**config.mk**
```make
export PLATFORM = sky130hd
export DESIGN_NAME = alu_issue_stage
export DESIGN_NICKNAME = d
export VERILOG_FILES = /design/src/rtl/alu_issue_stage.sv
export SDC_FILE = /design/constraint.sdc
export NUM_CORES = 1
export LEC_CHECK = 0
export CORE_ASPECT_RATIO = 0.9
export CORE_MARGIN = 4
export CORE_UTILIZATION = 45
export DETAILED_ROUTE_END_ITERATION = 12
export MAX_ROUTING_LAYER = met4
export PLACE_DENSITY = 0.74
export SYNTH_ARGS = -nofsm -noshare
export SYNTH_HDL_FRONTEND = slang
export SYNTH_SLANG_ARGS = --single-unit
export TNS_END_PERCENT = 50
```
**constraint.sdc**
```tcl
create_clock -name clk -period 3.4 [get_ports clk]
set_clock_uncertainty 0.1 [all_clocks]
set_input_delay 0.51 -clock clk [delete_from_list [all_inputs] [get_ports clk]]
set_output_delay 0.51 -clock clk [all_outputs]
set_load 0.03 [all_outputs]
```
**src/rtl/alu_issue_stage.sv**
```systemverilog
// Single-issue 8-bit execute/write-back stage wrapped around a 16x8 register file.
// Operands are forwarded at accept; MUL iterates shift-add in EX and stalls the issuer.
module alu_issue_stage #(
  parameter int unsigned DW         = 8,
  parameter int unsigned AW         = 4,
  parameter int unsigned MUL_CYCLES = 8
) (
  input  logic          clk,
  input  logic          rst,
  input  logic          in_valid,
  output logic          in_ready,
  input  logic [3:0]    in_op,
  input  logic [AW-1:0] in_rd,
  input  logic [AW-1:0] in_rs1,
  input  logic [AW-1:0] in_rs2,
  input  logic [DW-1:0] in_imm,
  output logic [AW-1:0] raddr1,
  output logic [AW-1:0] raddr2,
  input  logic [DW-1:0] rdata1,
  input  logic [DW-1:0] rdata2,
  output logic          we,
  output logic [AW-1:0] waddr,
  output logic [DW-1:0] wdata,
  output logic          flag_z,
  output logic          flag_c,
  output logic          busy
);

  localparam int unsigned CntW = $clog2(MUL_CYCLES);

  localparam logic [3:0] OpAdd = 4'd0;
  localparam logic [3:0] OpSub = 4'd1;
  localparam logic [3:0] OpAnd = 4'd2;
  localparam logic [3:0] OpOr  = 4'd3;
  localparam logic [3:0] OpXor = 4'd4;
  localparam logic [3:0] OpShl = 4'd5;
  localparam logic [3:0] OpShr = 4'd6;
  localparam logic [3:0] OpMov = 4'd7;
  localparam logic [3:0] OpLdi = 4'd8;
  localparam logic [3:0] OpMul = 4'd9;

  // EX stage state
  logic            ex_valid_q, ex_valid_d;
  logic [3:0]      ex_op_q, ex_op_d;
  logic [AW-1:0]   ex_rd_q, ex_rd_d;
  logic [DW-1:0]   ex_a_q, ex_a_d;
  logic [DW-1:0]   ex_b_q, ex_b_d;
  logic [DW-1:0]   ex_imm_q, ex_imm_d;
  logic [CntW-1:0] mul_cnt_q, mul_cnt_d;
  logic [2*DW-1:0] mul_acc_q, mul_acc_d;

  // WB stage state
  logic            we_q, we_d;
  logic [AW-1:0]   waddr_q, waddr_d;
  logic [DW-1:0]   wdata_q, wdata_d;
  logic            flag_z_q, flag_z_d;
  logic            flag_c_q, flag_c_d;

  logic            is_mul, mul_last, ex_done, ex_writes, accept;
  logic [2*DW-1:0] mul_addend, mul_sum;
  logic [DW-1:0]   ex_res;
  logic            ex_carry;
  logic [DW-1:0]   fwd_a, fwd_b;

  assign raddr1 = in_rs1;
  assign raddr2 = in_rs2;

  assign is_mul    = (ex_op_q == OpMul);
  assign mul_last  = (mul_cnt_q == CntW'(MUL_CYCLES - 1));
  assign ex_done   = ex_valid_q && (!is_mul || mul_last);
  assign ex_writes = (ex_op_q <= OpMul);
  assign in_ready  = !(ex_valid_q && is_mul && !mul_last);
  assign accept    = in_valid && in_ready;

  // One partial product per cycle; the final term is folded in combinationally on the last cycle.
  assign mul_addend = ex_b_q[mul_cnt_q] ? ({{DW{1'b0}}, ex_a_q} << mul_cnt_q) : '0;
  assign mul_sum    = mul_acc_q + mul_addend;

  always_comb begin
    ex_res   = '0;
    ex_carry = 1'b0;
    case (ex_op_q)
      OpAdd: {ex_carry, ex_res} = {1'b0, ex_a_q} + {1'b0, ex_b_q};
      OpSub: {ex_carry, ex_res} = {1'b0, ex_a_q} - {1'b0, ex_b_q};
      OpAnd: ex_res = ex_a_q & ex_b_q;
      OpOr:  ex_res = ex_a_q | ex_b_q;
      OpXor: ex_res = ex_a_q ^ ex_b_q;
      OpShl: begin
        ex_res   = {ex_a_q[DW-2:0], 1'b0};
        ex_carry = ex_a_q[DW-1];
      end
      OpShr: begin
        ex_res   = {1'b0, ex_a_q[DW-1:1]};
        ex_carry = ex_a_q[0];
      end
      OpMov: ex_res = ex_a_q;
      OpLdi: ex_res = ex_imm_q;
      OpMul: begin
        ex_res   = mul_sum[DW-1:0];
        ex_carry = |mul_sum[2*DW-1:DW];
      end
      default: ;
    endcase
  end

  // The completing EX result is younger than WB, so it wins.
  always_comb begin
    if (ex_done && ex_writes && (ex_rd_q == in_rs1)) begin
      fwd_a = ex_res;
    end else if (we_q && (waddr_q == in_rs1)) begin
      fwd_a = wdata_q;
    end else begin
      fwd_a = rdata1;
    end
    if (ex_done && ex_writes && (ex_rd_q == in_rs2)) begin
      fwd_b = ex_res;
    end else if (we_q && (waddr_q == in_rs2)) begin
      fwd_b = wdata_q;
    end else begin
      fwd_b = rdata2;
    end
  end

  always_comb begin
    ex_valid_d = ex_valid_q;
    ex_op_d    = ex_op_q;
    ex_rd_d    = ex_rd_q;
    ex_a_d     = ex_a_q;
    ex_b_d     = ex_b_q;
    ex_imm_d   = ex_imm_q;
    mul_cnt_d  = mul_cnt_q;
    mul_acc_d  = mul_acc_q;
    if (ex_done) begin
      ex_valid_d = 1'b0;
    end
    if (accept) begin
      ex_valid_d = 1'b1;
      ex_op_d    = in_op;
      ex_rd_d    = in_rd;
      ex_a_d     = fwd_a;
      ex_b_d     = fwd_b;
      ex_imm_d   = in_imm;
      mul_cnt_d  = '0;
      mul_acc_d  = '0;
    end else if (ex_valid_q && is_mul && !mul_last) begin
      mul_cnt_d = mul_cnt_q + 1'b1;
      mul_acc_d = mul_sum;
    end
  end

  always_comb begin
    we_d     = ex_done && ex_writes;
    waddr_d  = waddr_q;
    wdata_d  = wdata_q;
    flag_z_d = flag_z_q;
    flag_c_d = flag_c_q;
    if (we_d) begin
      waddr_d  = ex_rd_q;
      wdata_d  = ex_res;
      flag_z_d = (ex_res == '0);
      flag_c_d = ex_carry;
    end
  end

  always_ff @(posedge clk or posedge rst) begin
    if (rst) begin
      ex_valid_q <= 1'b0;
      ex_op_q    <= '0;
      ex_rd_q    <= '0;
      ex_a_q     <= '0;
      ex_b_q     <= '0;
      ex_imm_q   <= '0;
      mul_cnt_q  <= '0;
      mul_acc_q  <= '0;
      we_q       <= 1'b0;
      waddr_q    <= '0;
      wdata_q    <= '0;
      flag_z_q   <= 1'b0;
      flag_c_q   <= 1'b0;
    end else begin
      ex_valid_q <= ex_valid_d;
      ex_op_q    <= ex_op_d;
      ex_rd_q    <= ex_rd_d;
      ex_a_q     <= ex_a_d;
      ex_b_q     <= ex_b_d;
      ex_imm_q   <= ex_imm_d;
      mul_cnt_q  <= mul_cnt_d;
      mul_acc_q  <= mul_acc_d;
      we_q       <= we_d;
      waddr_q    <= waddr_d;
      wdata_q    <= wdata_d;
      flag_z_q   <= flag_z_d;
      flag_c_q   <= flag_c_d;
    end
  end

  assign we     = we_q;
  assign waddr  = waddr_q;
  assign wdata  = wdata_q;
  assign flag_z = flag_z_q;
  assign flag_c = flag_c_q;
  assign busy   = ex_valid_q || we_q;

endmodule
```
==> flow_results.org <==
** Outcome
- The run finished, with violations left.
- Violations in the final reports :: setup timing

** Die
- Pin placement for this block handled 68 I/O pins.
- The die covers ~15000 um^2.
- Measured along the x axis, the die boundary spans around 130 um.
- The total area inside the core boundary comes to 12900 um^2.
- Initial standard-cell utilization of the core :: 46.7%
- Measured along the y axis, the die boundary spans 118 um.
- Number of placement rows :: 39

** Detailed routing
- Summed over all nets, wire length on met3 after detailed routing comes to 1.63 mm.
- In the final routed layout, each cell accounts on average for 20.8 um.
- Iter 0 DRT Violations :: 661
- Post-DRT Antenna Nets :: 0
- For this block, the routed nets add up to 20.0 mm of wire.
- Highest Signal Layer :: met4
- The routed design uses around 9 mm of met2 wire.
- For this run, the detailed router's first-pass iteration total came to 7.
- After detailed routing, the wire length on met1 is ~9.0 mm.
- In the routed layout, each cell is associated on average with a via count of 6.10.
- In the routed design, unresolved DRC markers number 0.
- Number of vias in the routed layout :: 5882

** Synth
- Post-synthesis register bit count :: 67
- Counting every net in the synthesized netlist gives 765.
- Number of instances in the synthesized netlist :: 678
- Yosys mapped a number of flops with a built-in enable equal to 0.
- Top cells by instance count after synthesis :: dfrtp_1, nand2_1, nor2_1
- Sorting the synthesized cells by area gives the leading types as dfrtp_1, ha_1, mux2_2.
- Counting distinct cell types in the post-synthesis netlist gives between 80 and 90.
- dfrtp_1 takes more of the synthesized area than any other cell.
- Warnings, synthesis :: 0
- Top cell type's share of synthesized area :: about 28%
- Prevailing post-synth register cell :: dfrtp_1
- Among all cell types in the netlist, the one instantiated most often is dfrtp_1.
- Part of the Yosys area used for sequential elements :: 27.8%
- Post-synthesis async set-or-reset flop share :: 100%
- Averaged over all synthesized cells, the footprint is roughly 9 um^2.
- Combined area of all synthesized cells :: 6040 um^2

** Power
- Register share of total power :: 28.0%
- Worst IR drop on VDD :: ~330 uV
- Cell internal pwr :: between 0.002 and 0.0025 W
- Combinational cells account for 43.5% of the total power.
- For this design the total switching power over the nets is 0.00143 W.
- Reported leakage power :: 3.40 nW
- The design draws 0.00371 W.
- Switching power as a share of total power :: about two fifths
- In this run the power density over the cells is approximately 460 nW/um^2.
- Portion of total power attributed to the clock network :: 28.5%

** Placed design
- Post-placement cell area :: 7250 um^2
- The count of buffers added on input and output ports is between 60 and 70.
- The number of placed instances, taps included, is approximately 940.
- Detailed placement ended at an HPWL of 14.8 mm.
- At the end of routability-driven placement, the weighted congestion stood at 0.992.

** Global route
- Via count of the first global-routing pass :: ~5700
- Global routing used between 20% and 30% of the available tracks.
- Remaining global-route overflow :: 0
- Pin count of the biggest net entering global routing :: 36
- The number of antenna violations at the first check in global routing came to 0.
- First-pass GRT wire length :: approximately 30 mm

** Hold path
- The path with the worst hold slack has its endpoint at flag_z.
- Hold wc startpoint :: flag_z
- Worst Hold Class :: reg2reg
- Counting instances, the worst hold path has a depth of 2.

** Critical path
- Crit Path Category :: reg2reg
- Slowest cell on crit path :: mux4_2
- The cell that appears most often on the critical path is buf_4.
- The number of buffers and inverters on the critical path is 3.
- The critical path goes through mux4_2 -> nand2_4 -> buf_6 -> and2_4 -> a21oi_2 -> ha_2 -> buf_4 -> nor3_1 -> nand3_2 -> buf_4 -> a2111o_1 -> nand4_1 -> o21ba_4 -> a41oi_2.
- Crit path depth :: 14
- Arrival time worst endpoint :: between 3 and 4 ns
- Depth of the most critical reg-to-reg path :: 14
- On the critical path the largest part of the delay comes from simple AND/OR/NAND/NOR gates.
- The setup check on the worst reg-to-reg path leaves a slack of -0.09 ns.
- Startpoint class of the critical path :: register
- Nature of the critical path endpoint :: register
- Largest stage delay on the critical path :: ~0.56 ns
- Reg-to-Reg Start :: mul_cnt_q[1]
- For the worst setup path, the data required time is 3.56 ns.
- Along the worst path, the maximum fanout reaches 7.
- Capture point of the worst reg-to-reg path :: flag_c

** Timing
- After layout, the worst setup slack is -0.0911 ns.
- Timing would allow up to 286 MHz.
- Slew at the pin closest to its max-slew limit :: slightly above 0.9 ns
- Final worst path period need :: 3.49 ns
- The count of final hold-check violations was 0.
- Setup violations remaining at the end of the flow were counted as 4.
- Post-route clock period utilization :: 103%
- Post-Route Setup TNS :: -0.255 ns
- Relative slew slack :: 38.8%
- The max-slew violation count is 0.
- RSZ-0062 raised after global routing :: yes

** CTS
- TritonCTS built the clock tree.
- Register clock-pin slew on the reported worst setup and hold paths :: ~0.06 ns
- In this run, CTS created clock tree buffers numbering 9.
- Largest buffer count on any clock path :: 2
- CTS saw 67 sinks.
- In this run the number of H-tree levels came out at 3.
- Cell at the root of the clock tree :: clkbuf_16
- Source-to-sink clock delay at the later pin of the worst-skew pair :: 0.34 ns
- The number of hold buffers added after CTS was 0.

** Final layout
- The net count of the finished layout is a little under 900.
- Design area :: 8020 um^2
- Area added between synthesis and finish :: 32.8%
- Fill cell instance count of the final layout :: 1039
- Fraction of layout cells with a size suffix above 1 :: 27.1%
- Fin cells :: 964
- Cells fill between 60% and 70% of the core in the end.
- Diode count :: 0

** Job
- The tool flagged a number of max-cap violations equal to 0.
==> stage by stage <==
| stage | setup slack [ns] | hold slack (ns) |
|---|---|---|
| floorplan | 0.0160 | 0.371 |
| global route | -0.179 | 0.436 |
| detailed placement | -0.114 | 0.385 |
| CTS | 0.00885 | 0.415 |
| global placement | -0.0164 | 0.401 |
| finish | -0.0911 | 0.414 |
==> state kept, by name (all words and copies together) (netlist names), 3 cells and up <==
name       cells
ex_imm_q       8
mul_acc_q     16
ex_b_q         8
wdata          8
ex_rd_q        4
mul_cnt_q      3
ex_op_q        4
waddr          4
ex_a_q         8
==> worst max-delay path by stage <==
stage	start	end	slack, ns
after floorplan	mul_cnt_q[0]	flag_c	0.02
after global placement	mul_cnt_q[1]	flag_c	-0.02
after detailed placement	mul_cnt_q[0]	flag_c	-0.11
after CTS	mul_cnt_q[0]	flag_c	0.009
after global routing	mul_cnt_q[1]	flag_c	-0.18
final	mul_cnt_q[1]	flag_c	-0.09
==> power groups by stage <==
stage	combinational (W)	sequential (W)	clock, W
after floorplan	0.000836	0.00113	0
after global placement	0.00148	0.00104	0
after detailed placement	0.00150	0.00104	0
after CTS	0.00153	0.00103	0.00107
after global routing	0.00173	0.00105	0.00110
final	0.00161	0.00104	0.00106
==> cell type report <==
| cell class | count | area [um^2] | area share [%] |
|---|---|---|---|
| inverters | 40 | 150 | 1.87 |
| clock inverters | 7 | 108 | 1.34 |
| clock buffers | 9 | 225 | 2.81 |
| flip-flops and latches | 67 | 1680 | 20.9 |
| well taps | 164 | 205 | 2.56 |
| multi-input cells | 528 | 4330 | 54.0 |
| repair buffers | 149 | 1320 | 16.5 |
==> worst register-to-register path, delay by kind of cell (launching register included) <==
kind	cells	cell delay, ns
AO/OA/AOI/OAI	4	0.75
flip-flops	1	0.38
multiplexers	1	0.56
buffers and inverters	3	0.41
adder cells (fa/ha/maj)	1	0.22
AND/OR/NAND/NOR	5	0.99
==> routing by layer <==
| metal | track usage (%) | vias up |
|---|---|---|
| met3 | 4.81 | 32 |
| met5 | - | - |
| met4 | 6.69 | 0 |
| met2 | 36.8 | 287 |
| met1 | 37.8 | 2836 |
| li1 | - | 2727 |
==> cell families (layout without fill, tap and decap cells) <==
| kind of cell | after synthesis | in the layout | share of synthesized area (%) |
|---|---|---|---|
| AO/OA/AOI/OAI | 191 | 191 | 22.3 |
| XOR/XNOR | 27 | 27 | 3.92 |
| adder cells (fa/ha/maj) | 45 | 45 | 9.65 |
| buffers and inverters | 83 | 205 | 6.63 |
| flip-flops | 67 | 67 | 27.8 |
| multiplexers | 60 | 60 | 11.6 |
| AND/OR/NAND/NOR | 205 | 205 | 18.2 |
==> repair_timing <==
action	in CTS	in global routing
pin swaps	6	23
endpoints found under the setup margin	8	16
cloned	0	0
gates resized for setup	16	70
setup buffers	2	5
==> cell usage in the layout, fill, tap and decap left out, drive strengths merged, types with 4 or more instances in the layout <==
master	count
mux4	5
clkbuf	9
xor2	12
a31oi	7
o21bai	4
and3	6
o211ai	5
a221o	7
and2	4
nor4	6
buf	82
nand2	58
nand3	11
or3	8
o31ai	6
nand4	6
nor2b	7
o21ai	46
ha	41
mux2	31
o221ai	4
a221oi	5
a22o	7
nor3	9
o22ai	5
inv	43
a211oi	4
a21oi	41
xnor2	15
clkdlybuf4s50	66
a21o	7
o21a	10
nand2b	13
or4	4
nor2	50
dfrtp	67
mux2i	24
nand3b	12
Power figures use the tool's default switching activity.
